$ cat src/rtl/event_sync_pkg.sv
// Shared constants and the round-robin search helper for the event synchronizer.
package event_sync_pkg;

    localparam int unsigned EDGE_TOGGLE = 0;
    localparam int unsigned EDGE_RISE   = 1;
    localparam int unsigned EDGE_FALL   = 2;
    localparam int unsigned MAX_CH      = 32;

    // First set bit of mask at or above ptr, wrapping at n; 0 when mask is empty.
    function automatic int unsigned rr_first(
        input logic [MAX_CH-1:0] mask,
        input int unsigned       ptr,
        input int unsigned       n
    );
        int unsigned idx;
        logic        found;
        rr_first = 0;
        found    = 1'b0;
        for (int unsigned k = 0; k < MAX_CH; k++) begin
            idx = ptr + k;
            if (idx >= n) begin
                idx = idx - n;
            end
            if ((k < n) && !found && mask[idx[4:0]]) begin
                rr_first = idx;
                found    = 1'b1;
            end
        end
    endfunction

endpackage

$ cat src/rtl/event_sync_n_sync_chain.sv
// Single-bit multi-flop synchronizer with asynchronous active-low reset.
module sync_chain #(
    parameter int unsigned SYNC_STAGES = 2
) (
    input  logic i_clk,
    input  logic i_rst_n,
    input  logic i_d,
    output logic o_q
);

    (* ASYNC_REG = "TRUE" *) logic [SYNC_STAGES-1:0] r_sync;

    always_ff @(posedge i_clk or negedge i_rst_n) begin
        if (!i_rst_n) begin
            r_sync <= '0;
        end else begin
            r_sync <= {r_sync[SYNC_STAGES-2:0], i_d};
        end
    end

    assign o_q = r_sync[SYNC_STAGES-1];

endmodule

$ cat src/rtl/event_sync_n.sv
// Multi-channel event synchronizer, edge detector and round-robin event collector.
// Define EVENT_SYNC_OVF_EN to enable the sticky per-channel overflow flags.
module event_sync_n
    import event_sync_pkg::*;
#(
    parameter int unsigned CH          = 4,
    parameter int unsigned SYNC_STAGES = 2,
    parameter int unsigned EDGE_MODE   = 0,
    parameter int unsigned CNT_W       = 4,
    localparam int unsigned CH_W       = (CH > 1) ? $clog2(CH) : 1
) (
    input  logic            c_clk,
    input  logic            arst_c_n,
    input  logic [CH-1:0]   evt_in,
    output logic [CH-1:0]   pulse_o,
    output logic            evt_valid,
    output logic [CH_W-1:0] evt_ch,
    input  logic            evt_ready,
    output logic [CH-1:0]   ovf_o,
    input  logic [CH-1:0]   ovf_clr
);

    localparam int unsigned WU_MAX = SYNC_STAGES + 1;
    localparam int unsigned WU_W   = $clog2(WU_MAX + 1);

    logic [CH-1:0]     w_s;
    logic [CH-1:0]     r_h;
    logic [CH-1:0]     w_det;
    logic [CH-1:0]     w_inc;
    logic [CH-1:0]     w_dec;
    logic [CH-1:0]     w_drop;
    logic [CH-1:0]     w_nz;
    logic [MAX_CH-1:0] w_mask;
    logic [WU_W-1:0]   r_wu;
    logic              w_armed;
    logic              w_hs;
    logic [CH_W-1:0]   r_rr_ptr;
    logic [CH_W-1:0]   w_ptr_nxt;
    logic [CNT_W-1:0]  r_cnt [CH];

    for (genvar g = 0; g < CH; g++) begin : g_ch
        sync_chain #(.SYNC_STAGES(SYNC_STAGES)) u_sync (
            .i_clk   (c_clk),
            .i_rst_n (arst_c_n),
            .i_d     (evt_in[g]),
            .o_q     (w_s[g])
        );
    end

    always_comb begin
        w_det = w_s ^ r_h;
        if (EDGE_MODE == EDGE_RISE) begin
            w_det = w_s & ~r_h;
        end else if (EDGE_MODE == EDGE_FALL) begin
            w_det = ~w_s & r_h;
        end
    end

    // Warm-up: suppress the spurious edge from levels held across reset.
    assign w_armed = (r_wu == WU_W'(WU_MAX));

    always_ff @(posedge c_clk or negedge arst_c_n) begin
        if (!arst_c_n) begin
            r_wu <= '0;
        end else if (!w_armed) begin
            r_wu <= r_wu + WU_W'(1);
        end
    end

    assign w_inc = w_det & {CH{w_armed}};

    always_ff @(posedge c_clk or negedge arst_c_n) begin
        if (!arst_c_n) begin
            r_h     <= '0;
            pulse_o <= '0;
        end else begin
            r_h     <= w_s;
            pulse_o <= w_inc;
        end
    end

    always_comb begin
        w_nz = '0;
        for (int unsigned i = 0; i < CH; i++) begin
            w_nz[i] = |r_cnt[i];
        end
    end

    assign w_mask    = MAX_CH'(w_nz);
    assign evt_valid = |w_nz;
    assign evt_ch    = CH_W'(rr_first(w_mask, 32'(r_rr_ptr), CH));
    assign w_hs      = evt_valid & evt_ready;

    always_comb begin
        w_dec  = '0;
        w_drop = '0;
        for (int unsigned i = 0; i < CH; i++) begin
            w_dec[i]  = w_hs && (evt_ch == CH_W'(i));
            w_drop[i] = w_inc[i] & ~w_dec[i] & (&r_cnt[i]);
        end
    end

    // Simultaneous increment and drain cancel; saturated increments are dropped.
    always_ff @(posedge c_clk or negedge arst_c_n) begin
        if (!arst_c_n) begin
            for (int unsigned i = 0; i < CH; i++) begin
                r_cnt[i] <= '0;
            end
        end else begin
            for (int unsigned i = 0; i < CH; i++) begin
                if (w_inc[i] && !w_dec[i] && !w_drop[i]) begin
                    r_cnt[i] <= r_cnt[i] + CNT_W'(1);
                end else if (w_dec[i] && !w_inc[i]) begin
                    r_cnt[i] <= r_cnt[i] - CNT_W'(1);
                end
            end
        end
    end

    always_comb begin
        w_ptr_nxt = evt_ch + CH_W'(1);
        if ((32'(evt_ch) + 32'd1) >= CH) begin
            w_ptr_nxt = '0;
        end
    end

    always_ff @(posedge c_clk or negedge arst_c_n) begin
        if (!arst_c_n) begin
            r_rr_ptr <= '0;
        end else if (w_hs) begin
            r_rr_ptr <= w_ptr_nxt;
        end
    end

`ifdef EVENT_SYNC_OVF_EN
    logic [CH-1:0] r_ovf;

    // A drop in the same cycle as a clear leaves the flag set.
    always_ff @(posedge c_clk or negedge arst_c_n) begin
        if (!arst_c_n) begin
            r_ovf <= '0;
        end else begin
            r_ovf <= w_drop | (r_ovf & ~ovf_clr);
        end
    end

    assign ovf_o = r_ovf;
`else
    logic w_unused_ovf_clr;
    assign w_unused_ovf_clr = ^ovf_clr;
    assign ovf_o            = '0;
`endif

endmodule

$ cat config.mk
export PLATFORM = sky130hd
export DESIGN_NAME = event_sync_n
export DESIGN_NICKNAME = d
export VERILOG_FILES = /design/src/rtl/event_sync_pkg.sv /design/src/rtl/event_sync_n_sync_chain.sv /design/src/rtl/event_sync_n.sv
export SDC_FILE = /design/constraint.sdc
export NUM_CORES = 1
export LEC_CHECK = 0
export ABC_AREA = 1
export CORE_UTILIZATION = 30
export DETAILED_ROUTE_END_ITERATION = 12
export PLACE_DENSITY_LB_ADDON = 0.15
export SETUP_SLACK_MARGIN = 0.02
export SYNTH_ARGS = -nofsm -noshare
export SYNTH_HDL_FRONTEND = slang
export SYNTH_HIERARCHICAL = 1
export SYNTH_SLANG_ARGS = --single-unit
$ cat constraint.sdc
create_clock -name c_clk -period 2.65 [get_ports c_clk]
set_input_delay 0.265 -clock c_clk [delete_from_list [all_inputs] [get_ports c_clk]]
set_output_delay 0.265 -clock c_clk [all_outputs]
set_load 0.01 [all_outputs]
==> report_table.html, run 1 <==
<table>
<tr><th>Metric</th><th>Value</th></tr>
<tr><th colspan="2">Yosys</th></tr>
<tr><td>Cell variety after synth</td><td>26</td></tr>
<tr><td>Cell accounting for the most synthesized area</td><td>dfrtp_1</td></tr>
<tr><td>Main area contributors after synthesis</td><td>dfrtp_1, nand2_1, ha_1, nand3_1, inv_1</td></tr>
<tr><td>Total of warnings raised by yosys</td><td>6</td></tr>
<tr><td>Synthesized area per cell</td><td>8.507 µm²</td></tr>
<tr><td>Mapped Cells</td><td>254</td></tr>
<tr><td>Cell types with the highest counts after synthesis</td><td>nand2_1, dfrtp_1, nand3_1</td></tr>
<tr><td>Post-synthesis register bit count</td><td>36</td></tr>
<tr><td>Post-synthesis instance area</td><td>0.002161 mm²</td></tr>
<tr><td>Fraction of post-synthesis cell area in the top cell type by area</td><td>0.4169</td></tr>
<tr><td>Most repeated cell in the gate-level netlist after synthesis</td><td>nand2_1</td></tr>
<tr><td>Part of the Yosys area used for sequential elements</td><td>0.4169</td></tr>
<tr><td>Top_reg_cell synth</td><td>dfrtp_1</td></tr>
<tr><td>Number of synthesized flops with an enable pin</td><td>0</td></tr>
<tr><td>Async set or reset register ratio after synthesis</td><td>1.000</td></tr>
<tr><th colspan="2">Critical path</th></tr>
<tr><td>Crit Path Category</td><td>flop to flop</td></tr>
<tr><td>Worst Path Max Fanout</td><td>6</td></tr>
<tr><td>Worst R2R Start</td><td>r_rr_ptr[0]$_DFFE_PN0P_</td></tr>
<tr><td>Required time of the worst setup path</td><td>2830 ps</td></tr>
<tr><td>Terminus of the critical flop-to-flop path</td><td>r_cnt[15]$_DFFE_PN0P_</td></tr>
<tr><td>Arrival @ worst endpoint</td><td>3020 ps</td></tr>
<tr><td>Worst setup path start</td><td>r_rr_ptr[0]$_DFFE_PN0P_</td></tr>
<tr><td>Reg2Reg Setup Slack</td><td>-190 ps</td></tr>
<tr><td>Register-to-Register Path Depth</td><td>20</td></tr>
<tr><td>Launching element type of the critical path</td><td>flop</td></tr>
<tr><td>Capturing instance or port of the critical path</td><td>r_cnt[15]$_DFFE_PN0P_</td></tr>
<tr><td>Endpoint type of the worst setup path</td><td>flop</td></tr>
<tr><th colspan="2">CTS</th></tr>
<tr><td>Clock latency of the later-clocked register in the worst-skew pair</td><td>290 ps</td></tr>
<tr><td>Buffer type at the clock tree root</td><td>clkbuf_8</td></tr>
<tr><td># H-tree levels</td><td>2</td></tr>
<tr><td>Clock transition at the register clock pins on the worst setup and hold paths after CTS</td><td>80 ps</td></tr>
<tr><td>CTS Hold Bufs</td><td>0</td></tr>
<tr><td>Deepest clock path buffer count</td><td>2</td></tr>
<tr><td>Total clock sinks</td><td>36</td></tr>
<tr><td>CTS tree</td><td>done</td></tr>
<tr><td>Total CTS buffers</td><td>5</td></tr>
<tr><th colspan="2">Die</th></tr>
<tr><td>Overall die area</td><td>0.007546 mm²</td></tr>
<tr><td>Number of cell rows</td><td>30</td></tr>
<tr><td>Die width</td><td>86.87 µm</td></tr>
<tr><td>Starting utilization of the core area</td><td>0.3146</td></tr>
<tr><td>Placeable core region</td><td>0.006869 mm²</td></tr>
<tr><td>Top-level I/O count</td><td>22</td></tr>
<tr><td>Vertical die dimension</td><td>86.87 µm</td></tr>
<tr><th colspan="2">Detailed routing</th></tr>
<tr><td>Final antenna-violating net count</td><td>0</td></tr>
<tr><td>Routed vias/inst</td><td>4.345</td></tr>
<tr><td>Routed length per placed instance</td><td>10.99 µm</td></tr>
<tr><td>Initial drt markers</td><td>40</td></tr>
<tr><td>Final wirelength</td><td>4845 µm</td></tr>
<tr><td>Vias after detailed routing</td><td>1916</td></tr>
<tr><td>First-pass DRT Iterations</td><td>4</td></tr>
<tr><td>Remaining DRCs</td><td>0</td></tr>
<tr><th colspan="2">Power and ir drop</th></tr>
<tr><td>Power per cell area</td><td>1393 mW/mm²</td></tr>
<tr><td>Switching power</td><td>1.979 mW</td></tr>
<tr><td>Maximum resistive drop on vdd</td><td>423.9 µV</td></tr>
<tr><td>Combinational group share of total power</td><td>0.735</td></tr>
<tr><td>Switching portion of total power</td><td>0.4134</td></tr>
<tr><td>Leakage power</td><td>1.634 nW</td></tr>
<tr><td>Pwr Total</td><td>4.786 mW</td></tr>
<tr><td>Portion of total power attributed to the clock network</td><td>0.089</td></tr>
<tr><td>Seq pwr share</td><td>0.176</td></tr>
<tr><td>Internal power consumption</td><td>2.808 mW</td></tr>
<tr><th colspan="2">Placed design</th></tr>
<tr><td>Last weighted congestion value of the routability-driven placer</td><td>0.7310</td></tr>
<tr><td>Placed instance count</td><td>409</td></tr>
<tr><td>Number of I/O port buffers</td><td>13</td></tr>
<tr><td>Pre-CTS setup slack</td><td>-291.7 ps</td></tr>
<tr><td>Post-detail-place hpwl</td><td>3267 µm</td></tr>
<tr><th colspan="2">STA</th></tr>
<tr><td>Final worst setup slack</td><td>-190.7 ps</td></tr>
<tr><td>Setup repair after global routing missed its margin</td><td>yes</td></tr>
<tr><td>Worst setup skew after layout</td><td>9.855 ps</td></tr>
<tr><td>Worst Tran Pin Value</td><td>813.7 ps</td></tr>
<tr><td>Max-slew headroom at the worst pin</td><td>0.4575</td></tr>
<tr><td>Maximum frequency from static timing analysis</td><td>352.0 MHz</td></tr>
<tr><td>Fin crit period</td><td>2841 ps</td></tr>
<tr><td>Number of hold-slack violations in the final timing report</td><td>0</td></tr>
<tr><td>Final Setup Violations</td><td>13</td></tr>
<tr><td>Final period utilization</td><td>1.072</td></tr>
<tr><td>Final Max Slew Viols</td><td>0</td></tr>
<tr><th colspan="2">Final layout</th></tr>
<tr><td>Layout overhead on the synthesized area</td><td>59.00%</td></tr>
<tr><td>Final cell count without fillers</td><td>441</td></tr>
<tr><td>Number of antenna repair diodes</td><td>0</td></tr>
<tr><td># nets final</td><td>374</td></tr>
<tr><td>Layout cells sized above 1</td><td>0.4957</td></tr>
<tr><th colspan="2">Global routing</th></tr>
<tr><td>Vias in the first global route</td><td>1917</td></tr>
<tr><td>Overall Global Routing Usage</td><td>0.1409</td></tr>
<tr><td>Wire length of the first global-routing pass</td><td>8280 µm</td></tr>
<tr><td>Remaining Overflow, GRT</td><td>0</td></tr>
<tr><td>Initial antenna violation count</td><td>0</td></tr>
<tr><td>Maximum number of pins on one net before global-route repair</td><td>37</td></tr>
<tr><th colspan="2">Run status</th></tr>
<tr><td>Outcome</td><td>complete, but fails checks</td></tr>
<tr><td>Violated checks</td><td>setup timing</td></tr>
<tr><th colspan="2">Worst hold path</th></tr>
<tr><td>Class of the most critical hold timing path</td><td>input port to async pin</td></tr>
<tr><th colspan="2">Flow run</th></tr>
<tr><td>Max-cap viol count</td><td>0</td></tr>
</table>
[flip-flops by register name, indices dropped and copies added (netlist names)]
signal,flops
r_wu,2
g_ch.u_sync/r_sync,8
r_h,4
pulse_o,4
r_cnt,16
r_rr_ptr,2
[layer usage]
| metal | global-route usage | up-vias | wire length [µm] |
|---|---|---|---|
| met3 | 0.03033 | 10 | 129 |
| li1 | - | 988 | - |
| met4 | 0.04697 | 0 | 88 |
| met5 | 0 | - | 0 |
| met1 | 0.1743 | 890 | 2185 |
| met2 | 0.2434 | 28 | 2442 |
[stage by stage]
step / hold slack (ps) / utilization / TNS (ps) / area [µm²]
2_1_floorplan: -30.59 / - / -453.9 / 2281
6_report: 71.22 / 0.5002 / -1422 / 3436
5_1_grt: 124.8 / 0.5002 / -3464 / 3436
4_1_cts: 99.39 / 0.4659 / -381.3 / 3201
3_5_place_dp: 334.7 / 0.4142 / -2239 / 2845
3_3_place_gp: 333.3 / 0.4142 / -1950 / 2845
[critical path: stages, from the launching register on]
cell	delay, ps
dfrtp_2	400
clkinv_4	90
ha_4	270
inv_4	70
nand2_4	50
nand2_4	80
nand2_4	60
nor2_4	120
nand2_2	80
o21ai_4	240
inv_2	100
ha_4	180
nand2_4	70
nand2_4	70
ha_4	240
nand2_2	60
nand2_2	50
a31oi_2	180
nand4_1	150
nand3_1	130
nand2_1	50
[kinds of logic (layout without fill, tap and decap cells)]
group,Yosys count,after routing,synth area share
AO/OA/AOI/OAI,16,16,0.04111
XOR/XNOR,12,12,0.04864
adder cells (fa/ha/maj),19,19,0.1239
buffers and inverters,29,117,0.06080
flip-flops,36,36,0.4169
multiplexers,1,1,0.005211
other,1,4,0.001735
AND/OR/NAND/NOR,140,140,0.3017
[power groups by stage]
stage	Clock (mW)	Sequential (mW)	Combinational [mW]
4_1_cts	0.443	0.829	2.98
2_1_floorplan	0	0.910	1.44
6_report	0.426	0.844	3.52
5_1_grt	0.465	0.866	3.88
3_3_place_gp	0	0.818	2.48
3_5_place_dp	0	0.823	2.50
[layout by cell type, fill, tap and decap left out, types with 2 or more instances in the layout]
cell type        netlist  layout
nand2_1               70      41
nand3_4                1       2
dfrtp_1               36      35
nand4_1                4       4
a21oi_1                6       5
nand3_2                3       8
inv_1                 22      16
inv_2                  2       6
xor2_1                 9       9
nor2_2                 4       6
buf_6                  1       9
xnor2_1                3       3
nand3_1               24      18
nor2_1                18      12
clkbuf_8               0       7
o21ai_1                3       4
conb_1                 1       4
nand2_4                0      13
buf_4                  4      64
ha_1                  15       6
a31oi_4                0       2
nand2_2               12      28
clkdlybuf4s50_1        0      10
ha_4                   0       9
fa_2                   0       4
nor2_4                 0       4
nand3b_1               3       3
[area by class of cell]
cell class | count | area, µm²
Timing Repair Buffer | 85 | 695.7
Multi-Input combinational cell | 192 | 1520
Tap cell | 96 | 120.1
Clock buffer | 8 | 100.1
Inverter | 24 | 97.59
Fill cell | 643 | 3433
Sequential cell | 36 | 902.1
[worst min-delay path by stage]
stage | start | to | slack [ps] | cells after the start
after floorplan | arst_c_n | g_ch[0].u_sync/r_sync[0]$_DFF_PN0_ | -30 | 0
after global placement | g_ch[3].u_sync/r_sync[0]$_DFF_PN0_ | g_ch[3].u_sync/r_sync[1]$_DFF_PN0_ | 330 | 0
after detailed placement | g_ch[1].u_sync/r_sync[0]$_DFF_PN0_ | g_ch[1].u_sync/r_sync[1]$_DFF_PN0_ | 330 | 0
after CTS | arst_c_n | r_cnt[8]$_DFFE_PN0P_ | 100 | 1
after global routing | arst_c_n | r_cnt[8]$_DFFE_PN0P_ | 120 | 1
final | arst_c_n | r_cnt[8]$_DFFE_PN0P_ | 70 | 1
[repair_timing]
| action | in CTS | in global routing |
|---|---|---|
| gates resized for setup | 38 | 47 |
| buffers inserted | 17 | 8 |
| setup endpoints to repair | 14 | 13 |
| gates cloned | 0 | 0 |
| pin swaps | 24 | 41 |
No activity file was read; power rests on OpenSTA's default activity.
==> run 2: changes to the inputs <==
- GPL_ROUTABILITY_DRIVEN: default -> 1
- RECOVER_POWER: default -> 50
==> run 2 against run 1 <==
The run ends with capacitance limit, slew limit, setup timing left. Sequential power hardly changed. Critical path depth stayed put. Via count stayed put. Combinational power hardly changed. Clock power hardly changed. Cell area hardly changed. First-iteration DRC count stayed put. Die area stayed put. Fmax stayed put. Sequential cell count stayed put.
==> report_table.html, run 2 (same netlist as run 1, synthesis figures left out) <==
<table>
<tr><th>Metric</th><th>Value</th></tr>
<tr><th colspan="2">STA</th></tr>
<tr><td>Fin crit period</td><td>2841 ps (unchanged)</td></tr>
<tr><td>Max-slew headroom at the worst pin</td><td>-0.3041 (was 0.4575)</td></tr>
<tr><td>Final period utilization</td><td>1.072 (unchanged)</td></tr>
<tr><td>Number of hold-slack violations in the final timing report</td><td>0 (unchanged)</td></tr>
<tr><td>Worst setup skew after layout</td><td>9.855 ps (about the same)</td></tr>
<tr><td>Final worst setup slack</td><td>-190.7 ps (unchanged)</td></tr>
<tr><td>Worst Tran Pin Value</td><td>1956 ps (was 813.7 ps)</td></tr>
<tr><td>Hold Worst Slack</td><td>348.7 ps (was 71.22 ps)</td></tr>
<tr><td>Maximum frequency from static timing analysis</td><td>352.0 MHz (unchanged)</td></tr>
<tr><td>Final Setup Violations</td><td>13 (unchanged)</td></tr>
<tr><td>Final Max Slew Viols</td><td>37 (was 0)</td></tr>
<tr><td>Setup repair after global routing missed its margin</td><td>yes (unchanged)</td></tr>
<tr><th colspan="2">Final layout</th></tr>
<tr><td>Number of antenna repair diodes</td><td>0 (unchanged)</td></tr>
<tr><td>Max reg flops</td><td>16 (unchanged)</td></tr>
<tr><td>Design Area, Final</td><td>0.003435 mm² (was 0.003436 mm²)</td></tr>
<tr><td>Count of filler cells inserted in the layout</td><td>644 (was 643)</td></tr>
<tr><td>Final cell count without fillers</td><td>441 (unchanged)</td></tr>
<tr><td># nets final</td><td>374 (unchanged)</td></tr>
<tr><td>Layout overhead on the synthesized area</td><td>58.95% (was 59.00%)</td></tr>
<tr><td>Most common cell after layout, fill and taps aside</td><td>buf_4 (unchanged)</td></tr>
<tr><td>Commonest cells after routing, fill and taps aside</td><td>buf_4, nand2_1, dfrtp_1 (unchanged)</td></tr>
<tr><td>Layout cells sized above 1</td><td>0.4928 (was 0.4957)</td></tr>
<tr><td>Largest registers ranked by flip-flop count</td><td>r_cnt (16), g_ch.u_sync/r_sync (8) (unchanged)</td></tr>
<tr><td>Register with the highest flop count</td><td>r_cnt (unchanged)</td></tr>
<tr><th colspan="2">Power and ir drop</th></tr>
<tr><td>Power per cell area</td><td>1393 mW/mm² (about the same)</td></tr>
<tr><td>Maximum resistive drop on vdd</td><td>422.6 µV (was 423.9 µV)</td></tr>
<tr><td>Leakage power</td><td>1.632 nW (was 1.634 nW)</td></tr>
<tr><th colspan="2">Die</th></tr>
<tr><td>Overall die area</td><td>0.007546 mm² (unchanged)</td></tr>
<tr><td>Placeable core region</td><td>0.006869 mm² (unchanged)</td></tr>
<tr><td>Starting utilization of the core area</td><td>0.3146 (unchanged)</td></tr>
<tr><td>Vertical die dimension</td><td>86.87 µm (unchanged)</td></tr>
<tr><td>Top-level I/O count</td><td>22 (unchanged)</td></tr>
<tr><td>Die width</td><td>86.87 µm (unchanged)</td></tr>
<tr><td>Number of cell rows</td><td>30 (unchanged)</td></tr>
<tr><th colspan="2">Critical path</th></tr>
<tr><td>Crit Path Category</td><td>flop to flop (unchanged)</td></tr>
<tr><td>Depth of the critical timing path with buffers and inverters included</td><td>20 (unchanged)</td></tr>
<tr><td>Cell-by-cell listing of the critical path</td><td>clkinv_4 -&gt; ha_4 -&gt; inv_4 -&gt; nand2_4 -&gt; nand2_4 -&gt; nand2_4 -&gt; nor2_4 -&gt; nand2_2 -&gt; o21ai_4 -&gt; inv_2 -&gt; ha_4 -&gt; nand2_4 -&gt; nand2_4 -&gt; ha_4 -&gt; nand2_2 -&gt; nand2_2 -&gt; a31oi_2 -&gt; nand4_1 -&gt; nand3_1 -&gt; nand2_1 (unchanged)</td></tr>
<tr><td>Required time of the worst setup path</td><td>2830 ps (about the same)</td></tr>
<tr><td>Launching element type of the critical path</td><td>flop (unchanged)</td></tr>
<tr><td>Arrival @ worst endpoint</td><td>3020 ps (about the same)</td></tr>
<tr><td>Worst R2R Start</td><td>r_rr_ptr[0]$_DFFE_PN0P_ (unchanged)</td></tr>
<tr><td>Top Family by Delay on Critical Path</td><td>simple AND/OR/NAND/NOR gates (unchanged)</td></tr>
<tr><td>Slowest Stage Delay on Critical Path</td><td>400 ps (about the same)</td></tr>
<tr><td>Worst Path Max Fanout</td><td>6 (unchanged)</td></tr>
<tr><td>Worst-path cell with the longest stage delay</td><td>dfrtp_2 (unchanged)</td></tr>
<tr><td>Reg2Reg Setup Slack</td><td>-190 ps (about the same)</td></tr>
<tr><td>Terminus of the critical flop-to-flop path</td><td>r_cnt[15]$_DFFE_PN0P_ (unchanged)</td></tr>
<tr><td>Register-to-Register Path Depth</td><td>20 (unchanged)</td></tr>
<tr><td>Most numerous cell on the critical path</td><td>nand2_4 (unchanged)</td></tr>
<tr><td>Buffers plus inverters on the worst setup path</td><td>3 (unchanged)</td></tr>
<tr><td>Endpoint type of the worst setup path</td><td>flop (unchanged)</td></tr>
<tr><th colspan="2">CTS</th></tr>
<tr><td>Total CTS buffers</td><td>5 (unchanged)</td></tr>
<tr><td>CTS tree</td><td>done (unchanged)</td></tr>
<tr><td>Clock latency of the later-clocked register in the worst-skew pair</td><td>290 ps (about the same)</td></tr>
<tr><td>Buffer type at the clock tree root</td><td>clkbuf_8 (unchanged)</td></tr>
<tr><td>Clock transition at the register clock pins on the worst setup and hold paths after CTS</td><td>80 ps (about the same)</td></tr>
<tr><td>Deepest clock path buffer count</td><td>2 (unchanged)</td></tr>
<tr><td># H-tree levels</td><td>2 (unchanged)</td></tr>
<tr><td>Total clock sinks</td><td>36 (unchanged)</td></tr>
<tr><th colspan="2">Placed design</th></tr>
<tr><td>Pre-CTS setup slack</td><td>-291.7 ps (unchanged)</td></tr>
<tr><td>Post-detail-place hpwl</td><td>3267 µm (unchanged)</td></tr>
<tr><td>Last weighted congestion value of the routability-driven placer</td><td>0.7310 (unchanged)</td></tr>
<tr><td>Number of I/O port buffers</td><td>13 (unchanged)</td></tr>
<tr><td>Placed instance count</td><td>409 (unchanged)</td></tr>
<tr><td>Placed cell areas</td><td>0.002845 mm² (unchanged)</td></tr>
<tr><th colspan="2">Worst hold path</th></tr>
<tr><td>Class of the most critical hold timing path</td><td>flop to flop (was input port to async pin)</td></tr>
<tr><td>Worst Hold Launch</td><td>g_ch[1].u_sync/r_sync[0]$_DFF_PN0_</td></tr>
<tr><td>Count of cells along the worst hold path</td><td>0</td></tr>
<tr><td>Hold worst-path end</td><td>g_ch[1].u_sync/r_sync[1]$_DFF_PN0_</td></tr>
<tr><th colspan="2">Detailed routing</th></tr>
<tr><td>Final antenna-violating net count</td><td>0 (unchanged)</td></tr>
<tr><td>Routed vias/inst</td><td>4.345 (unchanged)</td></tr>
<tr><td>First-pass DRT Iterations</td><td>4 (unchanged)</td></tr>
<tr><td>Vias after detailed routing</td><td>1916 (unchanged)</td></tr>
<tr><td>Routed length per placed instance</td><td>10.99 µm (unchanged)</td></tr>
<tr><td>Remaining DRCs</td><td>0 (unchanged)</td></tr>
<tr><td>Initial drt markers</td><td>40 (unchanged)</td></tr>
<tr><td>Final wirelength</td><td>4845 µm (unchanged)</td></tr>
<tr><th colspan="2">Run status</th></tr>
<tr><td>Violated checks</td><td>capacitance limit, slew limit, setup timing (was setup timing)</td></tr>
<tr><td>Outcome</td><td>complete, but fails checks (unchanged)</td></tr>
<tr><th colspan="2">Global routing</th></tr>
<tr><td>Maximum number of pins on one net before global-route repair</td><td>37 (unchanged)</td></tr>
<tr><td>Remaining Overflow, GRT</td><td>0 (unchanged)</td></tr>
<tr><td>Initial antenna violation count</td><td>0 (unchanged)</td></tr>
<tr><td>Vias in the first global route</td><td>1917 (unchanged)</td></tr>
<tr><td>Wire length of the first global-routing pass</td><td>8280 µm (unchanged)</td></tr>
<tr><td>Overall Global Routing Usage</td><td>0.1409 (unchanged)</td></tr>
<tr><th colspan="2">Flow run</th></tr>
<tr><td>Max-cap viol count</td><td>1 (was 0)</td></tr>
</table>
==> run 2: changes by cell type in the layout (fill, tap and decap cells not counted) <==
cell             change
clkdlybuf4s50_1      -4
clkbuf_1             +1
buf_2                -1
dlygate4sd3_1        +4
==> run 2: per-layer routing <==
metal,share of wire,global-route usage,routed length [µm],up-vias
met2,0.50,0.2434,2441,28
met1,0.45,0.1743,2185,890
met5,0,0,0,-
met4,0.018,0.04697,88,0
li1,-,-,-,988
met3,0.027,0.03033,130,10
==> run 2: worst max path at each step <==
| stage | slack, ps | startpoint | end |
|---|---|---|---|
| after detailed placement | -290 | r_cnt[9]$_DFFE_PN0P_ | r_cnt[15]$_DFFE_PN0P_ |
| after global routing | -370 | r_cnt[15]$_DFFE_PN0P_ | r_cnt[15]$_DFFE_PN0P_ |
| after CTS | -80 | r_cnt[10]$_DFFE_PN0P_ | r_cnt[15]$_DFFE_PN0P_ |
| final | -190 | r_rr_ptr[0]$_DFFE_PN0P_ | r_cnt[15]$_DFFE_PN0P_ |
| after floorplan | -110 | r_rr_ptr[0]$_DFFE_PN0P_ | r_cnt[15]$_DFFE_PN0P_ |
| after global placement | -250 | r_cnt[9]$_DFFE_PN0P_ | r_cnt[15]$_DFFE_PN0P_ |
==> run 2: per-stage QoR <==
step | setup TNS, ps | power (mW) | utilization
3_3_place_gp | -1950 | 3.301 | 0.4142
6_report | -1422 | 4.785 | 0.5000
2_1_floorplan | -453.9 | 2.350 | -
5_1_grt | -3464 | 5.215 | 0.5000
3_5_place_dp | -2239 | 3.323 | 0.4142
4_1_cts | -381.3 | 4.254 | 0.4659
==> run 2: timing repair <==
action	CTS	global route
hold buffers	0	0
setup endpoints to repair	14	13
buffers inserted	17	8
resized for setup	38	47
hold endpoints to repair	0	0
pin swaps	24	41
==> run 2: power breakdown <==
group	switching, mW	internal (mW)
logic	1.67	1.85
clock network	0.188	0.237
registers	0.124	0.720
==> run 2: area by class of cell <==
class,instances,area [µm²],share of cell area
multi-input combinational,192,1520,0.4426
sequential,36,902.1,0.2627
tap,96,120.1,0.03497
inverter,24,97.59,0.02842
clock buffer,8,100.1,0.02914
timing repair buffer,85,694.4,0.2022
==> run 3: changes to the inputs <==
- CELL_PAD_IN_SITES_DETAIL_PLACEMENT: default -> 0
- CELL_PAD_IN_SITES_GLOBAL_PLACEMENT: default -> 1
==> run 3 against run 2 <==
The flow still finishes with violations (capacitance limit, slew limit, setup timing). Fmax rose by 0.55%. Routed wire length rose by 2.5%. Cell count fell by 1.8%. Cell area fell by 2.0%. Via count fell by 1.5%. Sequential share of layout area rose by 0.53 points. Clock power rose by 11%. Setup slack improved by 16 ps. Global-route usage barely moved. Critical endpoint unchanged. Largest cell class unchanged.
==> report_table.html, run 3 (same netlist as run 1, synthesis figures left out) <==
<table>
<tr><th>Metric</th><th>Value</th></tr>
<tr><th colspan="2">Run status</th></tr>
<tr><td>Outcome</td><td>complete, but fails checks (unchanged)</td></tr>
<tr><td>Violated checks</td><td>capacitance limit, slew limit, setup timing (unchanged)</td></tr>
<tr><th colspan="2">Critical path</th></tr>
<tr><td>Buffers plus inverters on the worst setup path</td><td>3 (unchanged)</td></tr>
<tr><td>Launching element type of the critical path</td><td>flop (unchanged)</td></tr>
<tr><td>Crit Path Category</td><td>flop to flop (unchanged)</td></tr>
<tr><td>Most numerous cell on the critical path</td><td>nand2_2 (was nand2_4)</td></tr>
<tr><td>Worst Path Max Fanout</td><td>6 (unchanged)</td></tr>
<tr><td>Endpoint type of the worst setup path</td><td>flop (unchanged)</td></tr>
<tr><td>Required time of the worst setup path</td><td>2830 ps (about the same)</td></tr>
<tr><td>Arrival @ worst endpoint</td><td>3010 ps (was 3020 ps)</td></tr>
<tr><td>Top Family by Delay on Critical Path</td><td>simple AND/OR/NAND/NOR gates (unchanged)</td></tr>
<tr><td>Cell-by-cell listing of the critical path</td><td>clkinv_4 -&gt; ha_4 -&gt; inv_4 -&gt; nand2_2 -&gt; nand2_2 -&gt; nand2_2 -&gt; nor2_4 -&gt; nand2_2 -&gt; o21ai_4 -&gt; inv_2 -&gt; ha_4 -&gt; nand2_4 -&gt; nand2_4 -&gt; ha_4 -&gt; nand2_2 -&gt; nand2_2 -&gt; a31oi_4 -&gt; nand3b_1 -&gt; nand2_1 -&gt; nand2_1 -&gt; nand2_1 (was clkinv_4 -&gt; ha_4 -&gt; inv_4 -&gt; nand2_4 -&gt; nand2_4 -&gt; nand2_4 -&gt; nor2_4 -&gt; nand2_2 -&gt; o21ai_4 -&gt; inv_2 -&gt; ha_4 -&gt; nand2_4 -&gt; nand2_4 -&gt; ha_4 -&gt; nand2_2 -&gt; nand2_2 -&gt; a31oi_2 -&gt; nand4_1 -&gt; nand3_1 -&gt; nand2_1)</td></tr>
<tr><td>Worst-path cell with the longest stage delay</td><td>dfrtp_2 (unchanged)</td></tr>
<tr><td>Slowest Stage Delay on Critical Path</td><td>400 ps (about the same)</td></tr>
<tr><th colspan="2">Final layout</th></tr>
<tr><td>Design Area, Final</td><td>0.003367 mm² (was 0.003435 mm²)</td></tr>
<tr><td>Number of antenna repair diodes</td><td>0 (unchanged)</td></tr>
<tr><td>Register with the highest flop count</td><td>r_cnt (unchanged)</td></tr>
<tr><td>Layout cells sized above 1</td><td>0.4510 (was 0.4928)</td></tr>
<tr><td>Most common cell after layout, fill and taps aside</td><td>buf_4 (unchanged)</td></tr>
<tr><td>Commonest cells after routing, fill and taps aside</td><td>buf_4, nand2_1, dfrtp_1 (unchanged)</td></tr>
<tr><td>Max reg flops</td><td>16 (unchanged)</td></tr>
<tr><td>Layout overhead on the synthesized area</td><td>55.82% (was 58.95%)</td></tr>
<tr><td>Largest registers ranked by flip-flop count</td><td>r_cnt (16), g_ch.u_sync/r_sync (8) (unchanged)</td></tr>
<tr><td># nets final</td><td>366 (was 374)</td></tr>
<tr><th colspan="2">Placed design</th></tr>
<tr><td>Post-detail-place hpwl</td><td>3547 µm (was 3267 µm)</td></tr>
<tr><td>Placed cell areas</td><td>0.002853 mm² (was 0.002845 mm²)</td></tr>
<tr><td>Last weighted congestion value of the routability-driven placer</td><td>0.7705 (was 0.7310)</td></tr>
<tr><td>Number of I/O port buffers</td><td>13 (unchanged)</td></tr>
<tr><td>Pre-CTS setup slack</td><td>-336.6 ps (was -291.7 ps)</td></tr>
<tr><th colspan="2">STA</th></tr>
<tr><td>Final period utilization</td><td>1.066 (was 1.072)</td></tr>
<tr><td>Setup repair after global routing missed its margin</td><td>yes (unchanged)</td></tr>
<tr><td>Number of hold-slack violations in the final timing report</td><td>0 (unchanged)</td></tr>
<tr><td>Final Max Slew Viols</td><td>37 (unchanged)</td></tr>
<tr><td>Fin crit period</td><td>2825 ps (was 2841 ps)</td></tr>
<tr><td>Worst Tran Pin Value</td><td>1899 ps (was 1956 ps)</td></tr>
<tr><td>Final Setup Violations</td><td>12 (was 13)</td></tr>
<tr><td>Maximum frequency from static timing analysis</td><td>354.0 MHz (was 352.0 MHz)</td></tr>
<tr><td>Max-slew headroom at the worst pin</td><td>-0.2661 (was -0.3041)</td></tr>
<tr><td>Worst setup skew after layout</td><td>2.408 ps (was 9.855 ps)</td></tr>
<tr><td>Final worst setup slack</td><td>-175.2 ps (was -190.7 ps)</td></tr>
<tr><th colspan="2">Detailed routing</th></tr>
<tr><td>Final antenna-violating net count</td><td>0 (unchanged)</td></tr>
<tr><td>Initial drt markers</td><td>65 (was 40)</td></tr>
<tr><td>First-pass DRT Iterations</td><td>4 (unchanged)</td></tr>
<tr><td>Routed length per placed instance</td><td>11.47 µm (was 10.99 µm)</td></tr>
<tr><td>Routed vias/inst</td><td>4.360 (was 4.345)</td></tr>
<tr><td>Remaining DRCs</td><td>0 (unchanged)</td></tr>
<tr><td>Vias after detailed routing</td><td>1888 (was 1916)</td></tr>
<tr><td>Final wirelength</td><td>4967 µm (was 4845 µm)</td></tr>
<tr><th colspan="2">Flow run</th></tr>
<tr><td>Max-cap viol count</td><td>1 (unchanged)</td></tr>
<tr><th colspan="2">CTS</th></tr>
<tr><td>Total clock sinks</td><td>36 (unchanged)</td></tr>
<tr><td>Clock transition at the register clock pins on the worst setup and hold paths after CTS</td><td>70 ps (was 80 ps)</td></tr>
<tr><td>CTS Hold Bufs</td><td>0 (unchanged)</td></tr>
<tr><td>Total CTS buffers</td><td>5 (unchanged)</td></tr>
<tr><td>Clock latency of the later-clocked register in the worst-skew pair</td><td>280 ps (was 290 ps)</td></tr>
<tr><td>CTS tree</td><td>done (unchanged)</td></tr>
<tr><td>Buffer type at the clock tree root</td><td>clkbuf_8 (unchanged)</td></tr>
<tr><td>Deepest clock path buffer count</td><td>2 (unchanged)</td></tr>
<tr><td># H-tree levels</td><td>2 (unchanged)</td></tr>
<tr><th colspan="2">Power and ir drop</th></tr>
<tr><td>Portion of total power attributed to the clock network</td><td>0.104 (was 0.089)</td></tr>
<tr><td>Switching power</td><td>1.916 mW (was 1.979 mW)</td></tr>
<tr><td>Seq pwr share</td><td>0.188 (was 0.176)</td></tr>
<tr><td>Switching portion of total power</td><td>0.4201 (was 0.4135)</td></tr>
<tr><td>Internal power consumption</td><td>2.644 mW (was 2.806 mW)</td></tr>
<tr><td>Power per cell area</td><td>1354 mW/mm² (was 1393 mW/mm²)</td></tr>
<tr><td>Maximum resistive drop on vdd</td><td>589.8 µV (was 422.6 µV)</td></tr>
<tr><td>Combinational group share of total power</td><td>0.708 (was 0.735)</td></tr>
<tr><td>Leakage power</td><td>1.575 nW (was 1.632 nW)</td></tr>
<tr><th colspan="2">Die</th></tr>
<tr><td>Starting utilization of the core area</td><td>0.3146 (unchanged)</td></tr>
<tr><td>Placeable core region</td><td>0.006869 mm² (unchanged)</td></tr>
<tr><td>Number of cell rows</td><td>30 (unchanged)</td></tr>
<tr><td>Top-level I/O count</td><td>22 (unchanged)</td></tr>
<tr><td>Overall die area</td><td>0.007546 mm² (unchanged)</td></tr>
<tr><td>Vertical die dimension</td><td>86.87 µm (unchanged)</td></tr>
<tr><td>Die width</td><td>86.87 µm (unchanged)</td></tr>
<tr><th colspan="2">Global routing</th></tr>
<tr><td>Vias in the first global route</td><td>1754 (was 1917)</td></tr>
<tr><td>Initial antenna violation count</td><td>0 (unchanged)</td></tr>
<tr><td>Remaining Overflow, GRT</td><td>0 (unchanged)</td></tr>
<tr><td>Wire length of the first global-routing pass</td><td>8148 µm (was 8280 µm)</td></tr>
<tr><td>Overall Global Routing Usage</td><td>0.1411 (was 0.1409)</td></tr>
<tr><td>Maximum number of pins on one net before global-route repair</td><td>37 (unchanged)</td></tr>
<tr><th colspan="2">Worst hold path</th></tr>
<tr><td>Class of the most critical hold timing path</td><td>flop to flop (unchanged)</td></tr>
</table>
## run 3: cell count changes in the layout (fill, tap and decap cells not counted), moves of 3 or more
cell     previous run  this run
buf_4              64        57
nand2_1            41        54
nand2_2            28        20
nand2_4            13         8
nand3_1            18        15
nand3_2             8        11
## run 3: power groups by stage
| stage | sequential [mW] | clock [mW] | combinational (mW) |
|---|---|---|---|
| 3_5_place_dp | 0.821 | 0 | 2.54 |
| 6_report | 0.857 | 0.473 | 3.23 |
| 3_3_place_gp | 0.820 | 0 | 2.51 |
| 4_1_cts | 0.833 | 0.495 | 2.94 |
| 5_1_grt | 0.880 | 0.511 | 3.58 |
| 2_1_floorplan | 0.910 | 0 | 1.44 |
## run 3: repair_timing
| action | in CTS | in global routing |
|---|---|---|
| endpoints found under the setup margin | 14 | 13 |
| pin swaps | 29 | 36 |
| gates resized for setup | 39 | 33 |
| buffers inserted | 10 | 6 |
## run 3: routing by layer
metal,routed length [µm],part of all wire,global-route usage,up-vias
li1,-,-,-,970
met2,2459,0.50,0.2319,15
met1,2368,0.48,0.1861,897
met3,81,0.016,0.02559,6
met4,57,0.011,0.05000,0
met5,0,0,0,-
## run 3: final timing paths
path / end / cells past startpoint / slack [ps] / from
setup / recovery: r_cnt[15]$_DFFE_PN0P_ / 21 / -180 / r_rr_ptr[0]$_DFFE_PN0P_
hold / removal: g_ch[3].u_sync/r_sync[1]$_DFF_PN0_ / 0 / 350 / g_ch[3].u_sync/r_sync[0]$_DFF_PN0_
setup reg to reg: r_cnt[15]$_DFFE_PN0P_ / 21 / -180 / r_rr_ptr[0]$_DFFE_PN0P_
hold reg to reg: g_ch[3].u_sync/r_sync[1]$_DFF_PN0_ / 0 / 350 / g_ch[3].u_sync/r_sync[0]$_DFF_PN0_
max in group asynchronous: r_rr_ptr[0]$_DFFE_PN0P_ / 1 / 930 / arst_c_n
min in group asynchronous: g_ch[3].u_sync/r_sync[0]$_DFF_PN0_ / 1 / 500 / arst_c_n
## run 3: final cells by class
| cell class | instances | area (µm²) |
|---|---|---|
| Clock inverter | 2 | 35.03 |
| Sequential cell | 36 | 902.1 |
| Tap cell | 96 | 120.1 |
| Fill cell | 676 | 3502 |
| Timing Repair Buffer | 77 | 628.1 |
| Clock buffer | 6 | 72.57 |
| Inverter | 24 | 100.1 |
| Multi-Input combinational cell | 192 | 1509 |
## run 3: worst register-to-register path, cell delays in order (launching register included)
cell	delay [ps]
dfrtp_2	400
clkinv_4	100
ha_4	270
inv_4	60
nand2_2	50
nand2_2	70
nand2_2	70
nor2_4	120
nand2_2	70
o21ai_4	220
inv_2	100
ha_4	180
nand2_4	70
nand2_4	60
ha_4	270
nand2_2	60
nand2_2	60
a31oi_4	160
nand3b_1	150
nand2_1	60
nand2_1	60
nand2_1	40
## run 3: metrics by stage
| stage | TNS (ps) | utilization | total power, mW | instances | hold WS [ps] |
|---|---|---|---|---|---|
| finish | -1305 | 0.4902 | 4.560 | 433 | 350.2 |
| global route | -3471 | 0.4902 | 4.969 | 433 | 363.6 |
| CTS | -489.5 | 0.4661 | 4.263 | 428 | 89.38 |
| detailed placement | -2432 | 0.4153 | 3.359 | 410 | 336.2 |
| global placement | -2125 | 0.4153 | 3.331 | 410 | 334.0 |
| floorplan | -453.9 | - | 2.350 | 257 | -30.59 |
